`src/rtl/bp_pkg.sv`:
```
// Shared types and constants for the branch resolve unit.
//   PC_W        : program counter width
//   INSTR_BYTES : sequential PC increment
//   bru_state_e : resolve FSM states
//   track_entry_t : one tracking-pipe entry {valid, pc, pred}
package bp_pkg;

   localparam int unsigned PC_W        = 64;
   localparam int unsigned INSTR_BYTES = 4;

   typedef enum logic {
      StRun   = 1'b0,
      StDrain = 1'b1
   } bru_state_e;

   typedef struct packed {
      logic            valid;
      logic [PC_W-1:0] pc;
      logic [PC_W-1:0] pred;  // 0 means no prediction
   } track_entry_t;

endpackage

```
`src/rtl/branch_resolve_unit_if.sv`:
```
// Bus between the pipeline and the branch resolve unit.
//   en                       : pipeline advance
//   fetch_valid/pc, predicted_pc : fetch-side PC and its BTB prediction
//   ex_*                     : resolving instruction in EX
//   flush, redirect_pc       : mispredict recovery
//   btb_*                    : BTB update write
//   branch_count, mispredict_count : saturating statistics
// Modports: master drives the pipeline side, slave is the resolve unit.
interface branch_resolve_unit_if #(
   parameter int unsigned CNT_W = 32
);
   logic                     en;
   logic                     fetch_valid;
   logic [bp_pkg::PC_W-1:0]  fetch_pc;
   logic [bp_pkg::PC_W-1:0]  predicted_pc;
   logic                     ex_valid;
   logic [bp_pkg::PC_W-1:0]  ex_pc;
   logic                     ex_is_branch;
   logic                     ex_is_jump;
   logic                     ex_taken;
   logic [bp_pkg::PC_W-1:0]  ex_target;
   logic                     flush;
   logic [bp_pkg::PC_W-1:0]  redirect_pc;
   logic [bp_pkg::PC_W-1:0]  btb_prev_pc;
   logic [bp_pkg::PC_W-1:0]  btb_branch_pc;
   logic [bp_pkg::PC_W-1:0]  btb_jump_pc;
   logic                     btb_was_taken;
   logic                     btb_jumped;
   logic [CNT_W-1:0]         branch_count;
   logic [CNT_W-1:0]         mispredict_count;

   modport master (
      output en, fetch_valid, fetch_pc, predicted_pc,
      output ex_valid, ex_pc, ex_is_branch, ex_is_jump, ex_taken, ex_target,
      input  flush, redirect_pc, btb_prev_pc, btb_branch_pc, btb_jump_pc,
      input  btb_was_taken, btb_jumped, branch_count, mispredict_count
   );

   modport slave (
      input  en, fetch_valid, fetch_pc, predicted_pc,
      input  ex_valid, ex_pc, ex_is_branch, ex_is_jump, ex_taken, ex_target,
      output flush, redirect_pc, btb_prev_pc, btb_branch_pc, btb_jump_pc,
      output btb_was_taken, btb_jumped, branch_count, mispredict_count
   );

endinterface

```
`src/rtl/pred_track_pipe.sv`:
```
// Shift register carrying fetched PCs and their predictions down to EX.
//   clk, arst_n : clock, synchronous active-low reset
//   en_i        : shift enable
//   inv_i       : clear every valid bit (applied after the shift)
//   entry_i     : new fetch-side entry
//   last_o      : EX-aligned entry
module pred_track_pipe
   import bp_pkg::*;
#(
   parameter int unsigned PIPE_DEPTH = 2
) (
   input  logic         clk,
   input  logic         arst_n,
   input  logic         en_i,
   input  logic         inv_i,
   input  track_entry_t entry_i,
   output track_entry_t last_o
);

   track_entry_t stage_q [PIPE_DEPTH];
   track_entry_t stage_d [PIPE_DEPTH];

   always_comb begin
      for (int unsigned i = 0; i < PIPE_DEPTH; i++) begin
         stage_d[i] = stage_q[i];
      end
      if (en_i) begin
         stage_d[0] = entry_i;
         for (int unsigned i = 1; i < PIPE_DEPTH; i++) begin
            stage_d[i] = stage_q[i-1];
         end
      end
      // Invalidate wins over the incoming entry: it is wrong-path
      if (inv_i) begin
         for (int unsigned i = 0; i < PIPE_DEPTH; i++) begin
            stage_d[i].valid = 1'b0;
         end
      end
   end

   always_ff @(posedge clk) begin
      if (!arst_n) begin
         for (int unsigned i = 0; i < PIPE_DEPTH; i++) begin
            stage_q[i] <= '0;
         end
      end else begin
         for (int unsigned i = 0; i < PIPE_DEPTH; i++) begin
            stage_q[i] <= stage_d[i];
         end
      end
   end

   assign last_o = stage_q[PIPE_DEPTH-1];

endmodule

```
`src/rtl/branch_resolve_unit.sv`:
```
// Compares the BTB prediction carried down to EX with the resolved outcome,
// raises flush/redirect on mispredict, emits the BTB update write and keeps
// saturating statistics. After a mispredict, DRAIN_CYCLES en-cycles of
// wrong-path resolutions are ignored.
//   clk, arst_n : clock, synchronous active-low reset
//   bus_io      : slave side of branch_resolve_unit_if
module branch_resolve_unit
   import bp_pkg::*;
#(
   parameter int unsigned PIPE_DEPTH   = 2,
   parameter int unsigned DRAIN_CYCLES = 2,
   parameter int unsigned CNT_W        = 32
) (
   input logic                  clk,
   input logic                  arst_n,
   branch_resolve_unit_if.slave bus_io
);

   localparam int unsigned DcW = (DRAIN_CYCLES > 2) ? $clog2(DRAIN_CYCLES) : 1;

   bru_state_e       state_q, state_d;
   logic [DcW-1:0]   drain_q, drain_d;
   track_entry_t     fetch_entry, ex_entry;

   logic             resolve, is_jump, is_branch, take, pred_hit, mispredict;
   logic [PC_W-1:0]  seq_pc, actual_next, pred_next;

   logic             flush_q, was_taken_q, jumped_q;
   logic [PC_W-1:0]  redirect_q, prev_pc_q, branch_pc_q, jump_pc_q;
   logic [CNT_W-1:0] br_cnt_q, misp_cnt_q;

   assign fetch_entry = '{valid: bus_io.fetch_valid, pc: bus_io.fetch_pc,
                          pred: bus_io.predicted_pc};

   pred_track_pipe #(
      .PIPE_DEPTH(PIPE_DEPTH)
   ) u_pipe (
      .clk     (clk),
      .arst_n  (arst_n),
      .en_i    (bus_io.en),
      .inv_i   (mispredict),
      .entry_i (fetch_entry),
      .last_o  (ex_entry)
   );

   // FSM state register
   always_ff @(posedge clk) begin
      if (!arst_n) begin
         state_q <= StRun;
         drain_q <= '0;
      end else begin
         state_q <= state_d;
         drain_q <= drain_d;
      end
   end

   // FSM next state
   always_comb begin
      state_d = state_q;
      drain_d = drain_q;
      unique case (state_q)
         StRun: begin
            if (mispredict && (DRAIN_CYCLES != 0)) begin
               state_d = StDrain;
               drain_d = DcW'(DRAIN_CYCLES - 1);
            end
         end
         StDrain: begin
            if (bus_io.en) begin
               if (drain_q == '0) state_d = StRun;
               else               drain_d = drain_q - DcW'(1);
            end
         end
         default: state_d = StRun;
      endcase
   end

   // FSM outputs: resolution only happens in RUN
   always_comb begin
      resolve     = bus_io.en & bus_io.ex_valid & (state_q == StRun);
      is_jump     = bus_io.ex_is_jump;
      is_branch   = bus_io.ex_is_branch & ~bus_io.ex_is_jump;  // jump wins
      take        = is_jump | (is_branch & bus_io.ex_taken);
      seq_pc      = bus_io.ex_pc + PC_W'(INSTR_BYTES);
      actual_next = take ? bus_io.ex_target : seq_pc;
      // An invalid or PC-mismatched entry counts as no prediction
      pred_hit    = ex_entry.valid & (ex_entry.pc == bus_io.ex_pc) & (ex_entry.pred != '0);
      pred_next   = pred_hit ? ex_entry.pred : seq_pc;
      mispredict  = resolve & (actual_next != pred_next);
   end

   always_ff @(posedge clk) begin
      if (!arst_n) begin
         flush_q     <= 1'b0;
         was_taken_q <= 1'b0;
         jumped_q    <= 1'b0;
         redirect_q  <= '0;
         prev_pc_q   <= '0;
         branch_pc_q <= '0;
         jump_pc_q   <= '0;
         br_cnt_q    <= '0;
         misp_cnt_q  <= '0;
      end else begin
         flush_q     <= mispredict;
         was_taken_q <= resolve & is_branch & bus_io.ex_taken;
         jumped_q    <= resolve & is_jump;
         if (mispredict) redirect_q <= actual_next;
         if (resolve & take) prev_pc_q <= bus_io.ex_pc;
         if (resolve & is_branch & bus_io.ex_taken) branch_pc_q <= bus_io.ex_target;
         if (resolve & is_jump) jump_pc_q <= bus_io.ex_target;
         if (resolve & (is_branch | is_jump) & ~&br_cnt_q) br_cnt_q <= br_cnt_q + CNT_W'(1);
         if (mispredict & ~&misp_cnt_q) misp_cnt_q <= misp_cnt_q + CNT_W'(1);
      end
   end

   assign bus_io.flush            = flush_q;
   assign bus_io.redirect_pc      = redirect_q;
   assign bus_io.btb_prev_pc      = prev_pc_q;
   assign bus_io.btb_branch_pc    = branch_pc_q;
   assign bus_io.btb_jump_pc      = jump_pc_q;
   assign bus_io.btb_was_taken    = was_taken_q;
   assign bus_io.btb_jumped       = jumped_q;
   assign bus_io.branch_count     = br_cnt_q;
   assign bus_io.mispredict_count = misp_cnt_q;

endmodule

```
`src/flat_wrapper.sv`:
```
// flat-port wrapper written by rule: the top's interface ports become plain ports
module branch_resolve_unit_flat import bp_pkg::*;
#(
   parameter int unsigned PIPE_DEPTH   = 2,
   parameter int unsigned DRAIN_CYCLES = 2,
   parameter int unsigned CNT_W        = 32
)
  (clk, arst_n, bus_io_en, bus_io_fetch_valid, bus_io_fetch_pc, bus_io_predicted_pc, bus_io_ex_valid, bus_io_ex_pc, bus_io_ex_is_branch, bus_io_ex_is_jump, bus_io_ex_taken, bus_io_ex_target, bus_io_flush, bus_io_redirect_pc, bus_io_btb_prev_pc, bus_io_btb_branch_pc, bus_io_btb_jump_pc, bus_io_btb_was_taken, bus_io_btb_jumped, bus_io_branch_count, bus_io_mispredict_count);
  branch_resolve_unit_if #(.CNT_W(CNT_W)) bus_io_i ();
  input logic clk;
  input logic arst_n;
  input wire logic [$bits(bus_io_i.en)-1:0] bus_io_en;
  input wire logic [$bits(bus_io_i.fetch_valid)-1:0] bus_io_fetch_valid;
  input wire logic [$bits(bus_io_i.fetch_pc)-1:0] bus_io_fetch_pc;
  input wire logic [$bits(bus_io_i.predicted_pc)-1:0] bus_io_predicted_pc;
  input wire logic [$bits(bus_io_i.ex_valid)-1:0] bus_io_ex_valid;
  input wire logic [$bits(bus_io_i.ex_pc)-1:0] bus_io_ex_pc;
  input wire logic [$bits(bus_io_i.ex_is_branch)-1:0] bus_io_ex_is_branch;
  input wire logic [$bits(bus_io_i.ex_is_jump)-1:0] bus_io_ex_is_jump;
  input wire logic [$bits(bus_io_i.ex_taken)-1:0] bus_io_ex_taken;
  input wire logic [$bits(bus_io_i.ex_target)-1:0] bus_io_ex_target;
  output wire logic [$bits(bus_io_i.flush)-1:0] bus_io_flush;
  output wire logic [$bits(bus_io_i.redirect_pc)-1:0] bus_io_redirect_pc;
  output wire logic [$bits(bus_io_i.btb_prev_pc)-1:0] bus_io_btb_prev_pc;
  output wire logic [$bits(bus_io_i.btb_branch_pc)-1:0] bus_io_btb_branch_pc;
  output wire logic [$bits(bus_io_i.btb_jump_pc)-1:0] bus_io_btb_jump_pc;
  output wire logic [$bits(bus_io_i.btb_was_taken)-1:0] bus_io_btb_was_taken;
  output wire logic [$bits(bus_io_i.btb_jumped)-1:0] bus_io_btb_jumped;
  output wire logic [$bits(bus_io_i.branch_count)-1:0] bus_io_branch_count;
  output wire logic [$bits(bus_io_i.mispredict_count)-1:0] bus_io_mispredict_count;
  assign bus_io_i.en = bus_io_en;
  assign bus_io_i.fetch_valid = bus_io_fetch_valid;
  assign bus_io_i.fetch_pc = bus_io_fetch_pc;
  assign bus_io_i.predicted_pc = bus_io_predicted_pc;
  assign bus_io_i.ex_valid = bus_io_ex_valid;
  assign bus_io_i.ex_pc = bus_io_ex_pc;
  assign bus_io_i.ex_is_branch = bus_io_ex_is_branch;
  assign bus_io_i.ex_is_jump = bus_io_ex_is_jump;
  assign bus_io_i.ex_taken = bus_io_ex_taken;
  assign bus_io_i.ex_target = bus_io_ex_target;
  assign bus_io_flush = bus_io_i.flush;
  assign bus_io_redirect_pc = bus_io_i.redirect_pc;
  assign bus_io_btb_prev_pc = bus_io_i.btb_prev_pc;
  assign bus_io_btb_branch_pc = bus_io_i.btb_branch_pc;
  assign bus_io_btb_jump_pc = bus_io_i.btb_jump_pc;
  assign bus_io_btb_was_taken = bus_io_i.btb_was_taken;
  assign bus_io_btb_jumped = bus_io_i.btb_jumped;
  assign bus_io_branch_count = bus_io_i.branch_count;
  assign bus_io_mispredict_count = bus_io_i.mispredict_count;
  branch_resolve_unit #(.PIPE_DEPTH(PIPE_DEPTH), .DRAIN_CYCLES(DRAIN_CYCLES), .CNT_W(CNT_W)) u_core (.clk(clk), .arst_n(arst_n), .bus_io(bus_io_i));
endmodule
```
`config.mk`:
```
export PLATFORM = sky130hd
export DESIGN_NAME = branch_resolve_unit_flat
export DESIGN_NICKNAME = d
export VERILOG_FILES = /design/src/rtl/bp_pkg.sv /design/src/rtl/branch_resolve_unit_if.sv /design/src/rtl/pred_track_pipe.sv /design/src/rtl/branch_resolve_unit.sv /design/src/flat_wrapper.sv
export SDC_FILE = /design/constraint.sdc
export NUM_CORES = 1
export LEC_CHECK = 0
export CAP_MARGIN = 20
export CORE_AREA = 2 2 236 238
export DETAILED_ROUTE_END_ITERATION = 8
export DIE_AREA = 0 0 238 240
export PLACE_DENSITY = 0.8
export SYNTH_ARGS = -nofsm -noshare
export SYNTH_HDL_FRONTEND = slang
export SYNTH_SLANG_ARGS = --single-unit
```
`constraint.sdc`:
```
create_clock -name clk -period 5.52 [get_ports clk]
set_clock_uncertainty 0.05 [all_clocks]
set_input_delay 0.828 -clock clk [delete_from_list [all_inputs] [get_ports clk]]
set_output_delay 0.828 -clock clk [all_outputs]
set_load 0.02 [all_outputs]
```
==> metrics.md, run 1 <==
| Metric | Value |
|---|---|
| Hold buffer count at cts | 0 |
| Fin util | 69.02% |
| Max IR drop VDD | 0.0002261 V |
| Synth unique cells | 83 |
| Mapped Cells | 3356 |
| Antenna violations before repair | 3 |
| Vias in the first global route | 26268 |
| Row cnt | 86 |
| Synth Cell Area | 28130 sq um |
| Maxcap violations | 0 |
| Cell Pwr Density | 277.7 nW/um^2 |
| RR Startpoint | u_core.u_pipe.stage_q[0][137] |
| DRC viols | 0 |
| Top FF cell, synth | dfxtp_1 |
| H-tree Lvls | 2 |
| Via total after detailed routing | 27858 |
| Die height | 240 um |
| Slowest stage cell on the critical path | clkdlybuf4s50_1 |
| Initial Util | 51.46% |
| Chip width | 238 um |
| Clock Sinks | 583 |
| Final WS setup | 327.9 ps |
| Post-synth EDFFs | 0 |
| Post-CTS Resized | 0 |
| Max-Slew Margin vs Limit | 32.44% |
| Die Area | 57120 sq um |
| CTS tree | yes |
| WP data required | 6010 ps |
| Worst slew pin tran | 1013 ps |
| Asr flop ratio synth | 0% |
| Final Critical Period | 5192 ps |
| Startpoint Class | input port |
| Post-route ant nets | 0 |
| Status | completed |
| WL/cell | 24.24 um |
| Nets@finish | 4220 |
| Unrepaired setup endpoints after global routing | no |
| Top-area cell type share of the netlist area | 41.49% |
| Maximum fanout along the worst path | 16 |
| Syn avg cell area | 8.382 sq um |
| FF+latch count, synth | 583 |
| Syn_nets | 3623 |
| DRT Wirelength | 114000 um |
| Fin. max-slew vios | 0 |
| Core box area | 54660 sq um |
| Max frequency | 0.1926 GHz |
| WP data arrival | 5680 ps |
| Pre-CTS setup slack | -146.5 ps |
| Largest net degree at the start of global routing | 155 |
| Setup crit end kind | flip-flop |
| Hold crit path type | flip-flop to flip-flop |
| Final period util | 94.06% |
| Beginning of the worst hold path | u_core.bus_io.redirect_pc[40] |
| Most common cell after layout, fill and taps aside | clkdlybuf4s50_1 |
| Worst-path cell chain | clkdlybuf4s50_1 > nand4_4 > buf_4 > or4_1 > buf_12 > nor2_1 > xnor2_1 > a211oi_1 > o2111ai_1 > o41ai_1 > buf_4 > a21oi_1 > and4b_1 > and3_2 > buf_12 > nor2_4 > buf_12 > nor3_1 |
| PnR Total Power | 10480 uW |
| Ys Warns | 0 |
| Synth area leader | dfxtp_1 |
| Gpl congestion | 0.9881 |
| Hpwl dp | 87950 um |
| Peak per-stage delay on the critical path | 640 ps |
| Layout Area Growth over Synthesis | 34.11% |
| First-pass DRT Iterations | 6 |
| Fill count | 4456 |
| Total grt overflow | 0 |
| Tot GR Track Use | 38.50% |
| Worst skew pair latency | 640 ps |
| Avg Vias per Cell | 5.923 |
| Worst setup path category | input port to flip-flop |
| Synth area leaders | dfxtp_1, mux2i_1, nand2_1 |
| DRC marker count from the first detailed-route iteration | 2762 |
| Leak pwr | 0.01426 uW |
| CTS Buf Count | 57 |
| Clock transition at the registers of the reported paths | 60 ps |
| Global-route wire length before repair | 166700 um |
| Fin. Hold Viols | 0 |
| Final setup vio count | 0 |
| Delay-heaviest family, CP | simple AND/OR/NAND/NOR gates |
| Highest-count cells in the layout ignoring fill and taps | clkdlybuf4s50_1, dfxtp_1, nand2_1, nor2_1, mux2i_1 |
| CTS Buffer Depth | 3 |
| CTS root buffer | clkbuf_16 |
| CP most frequent cell | buf_12 |
| Setup Fix Bufs, Post-CTS | 0 |
| # IOs | 587 |
| Buffers on Ports | 586 |
| Crit. Startpoint | bus_io_ex_pc[11] |
| Post-synthesis sequential area ratio | 41.49% |
| Share of post-route cells with drive strength above 1 | 9.157% |
| Buf/Inv on CP | 6 |
-- power breakdown --
group          total [uW]  switching, uW  leakage, uW  internal (uW)
clock network        4380           1750      0.00104           2630
registers            4490            120      0.00475           4370
logic                1600            918      0.00847            686
total               10500           2790       0.0143           7680
-- sequential cells by signal, indices dropped and copies added, names as in the netlist --
name                            flops
u_core.u_pipe.stage_q             258
u_core.bus_io.btb_branch_pc        64
u_core.bus_io.btb_jump_pc          64
u_core.bus_io.btb_prev_pc          64
u_core.bus_io.redirect_pc          64
u_core.bus_io.branch_count         32
u_core.bus_io.mispredict_count     32
u_core.bus_io.btb_jumped            1
u_core.bus_io.btb_was_taken         1
u_core.bus_io.flush                 1
u_core.drain_q                      1
u_core.state_q                      1
-- synth_stat cells (29+ instances only) --
master	number
nor2_1	355
o21ai_1	45
inv_1	32
mux2i_1	297
xor2_1	99
nand3_1	90
clkbuf_1	201
nand2b_1	36
nand2_1	535
or4_1	42
nor4_1	51
xnor2_1	136
a21oi_1	292
buf_2	39
dfxtp_1	583
o21ai_0	35
nand4_1	70
nor3_1	45
o2111ai_1	29
-- metal layers --
| metal | routed length, um | vias up | GRT usage, % |
|---|---|---|---|
| li1 | - | 12887 | - |
| met1 | 45150 | 13289 | 48.73 |
| met2 | 52090 | 1424 | 62.71 |
| met3 | 11380 | 256 | 9.426 |
| met4 | 5372 | 2 | 16.33 |
| met5 | 11 | - | 0 |
-- area by class of cell --
class                           instances  area [sq um]  share of cell area, %
Multi-Input combinational cell       2471         15220                  40.34
Sequential cell                       583         11670                  30.94
Timing Repair Buffer                  808          7707                  20.43
Clock buffer                           77          1663                  4.408
Tap cell                              704         880.8                  2.335
Clock inverter                         26         452.9                  1.201
Inverter                               32         127.6                 0.3383
Antenna cell                            2         5.005                0.01327
-- stage by stage --
stage / std cells / cell area (sq um) / TNS, ps / hold WS, ps
after floorplan: 3356 / 28130 / 0 / 382.8
after global placement: 4598 / 35610 / -4314 / 390.5
after detailed placement: 4598 / 35610 / -5071 / 393.3
after CTS: 4701 / 37720 / 0 / 401.4
after global routing: 4703 / 37730 / 0 / 415.9
final: 4703 / 37730 / 0 / 402.3
-- cell families after synthesis --
kind of cell    count (synthesis)  share of synthesized area, %
simple gates                 1363                         23.06
mux                           299                         10.65
flops                         583                         41.49
buf+inv                       302                         4.550
fa+ha+maj                       3                        0.1334
xor+xnor                      243                         7.944
compound gates                563                         12.18
-- final timing paths --
path,end,slack (ps),cells past startpoint
worst max-delay path,u_core.u_pipe.stage_q[0][257],330,18
worst min-delay path,u_core.bus_io.redirect_pc[40],400,2
worst max register to register,u_core.bus_io.mispredict_count[13],400,15
worst min register to register,u_core.bus_io.redirect_pc[40],400,2
-- tightest hold or removal path: stages, from the launching register on --
cell and delay, ps:
dfxtp_1 310, nand2_1 50, o21ai_1 50
(Power assumes the default switching activity.)
==> run 2: changes to the inputs <==
- GPL_ROUTABILITY_DRIVEN: unset -> 1
==> results of run 2 <==
The final DEF is identical to that of run 1; final timing and power are the same.
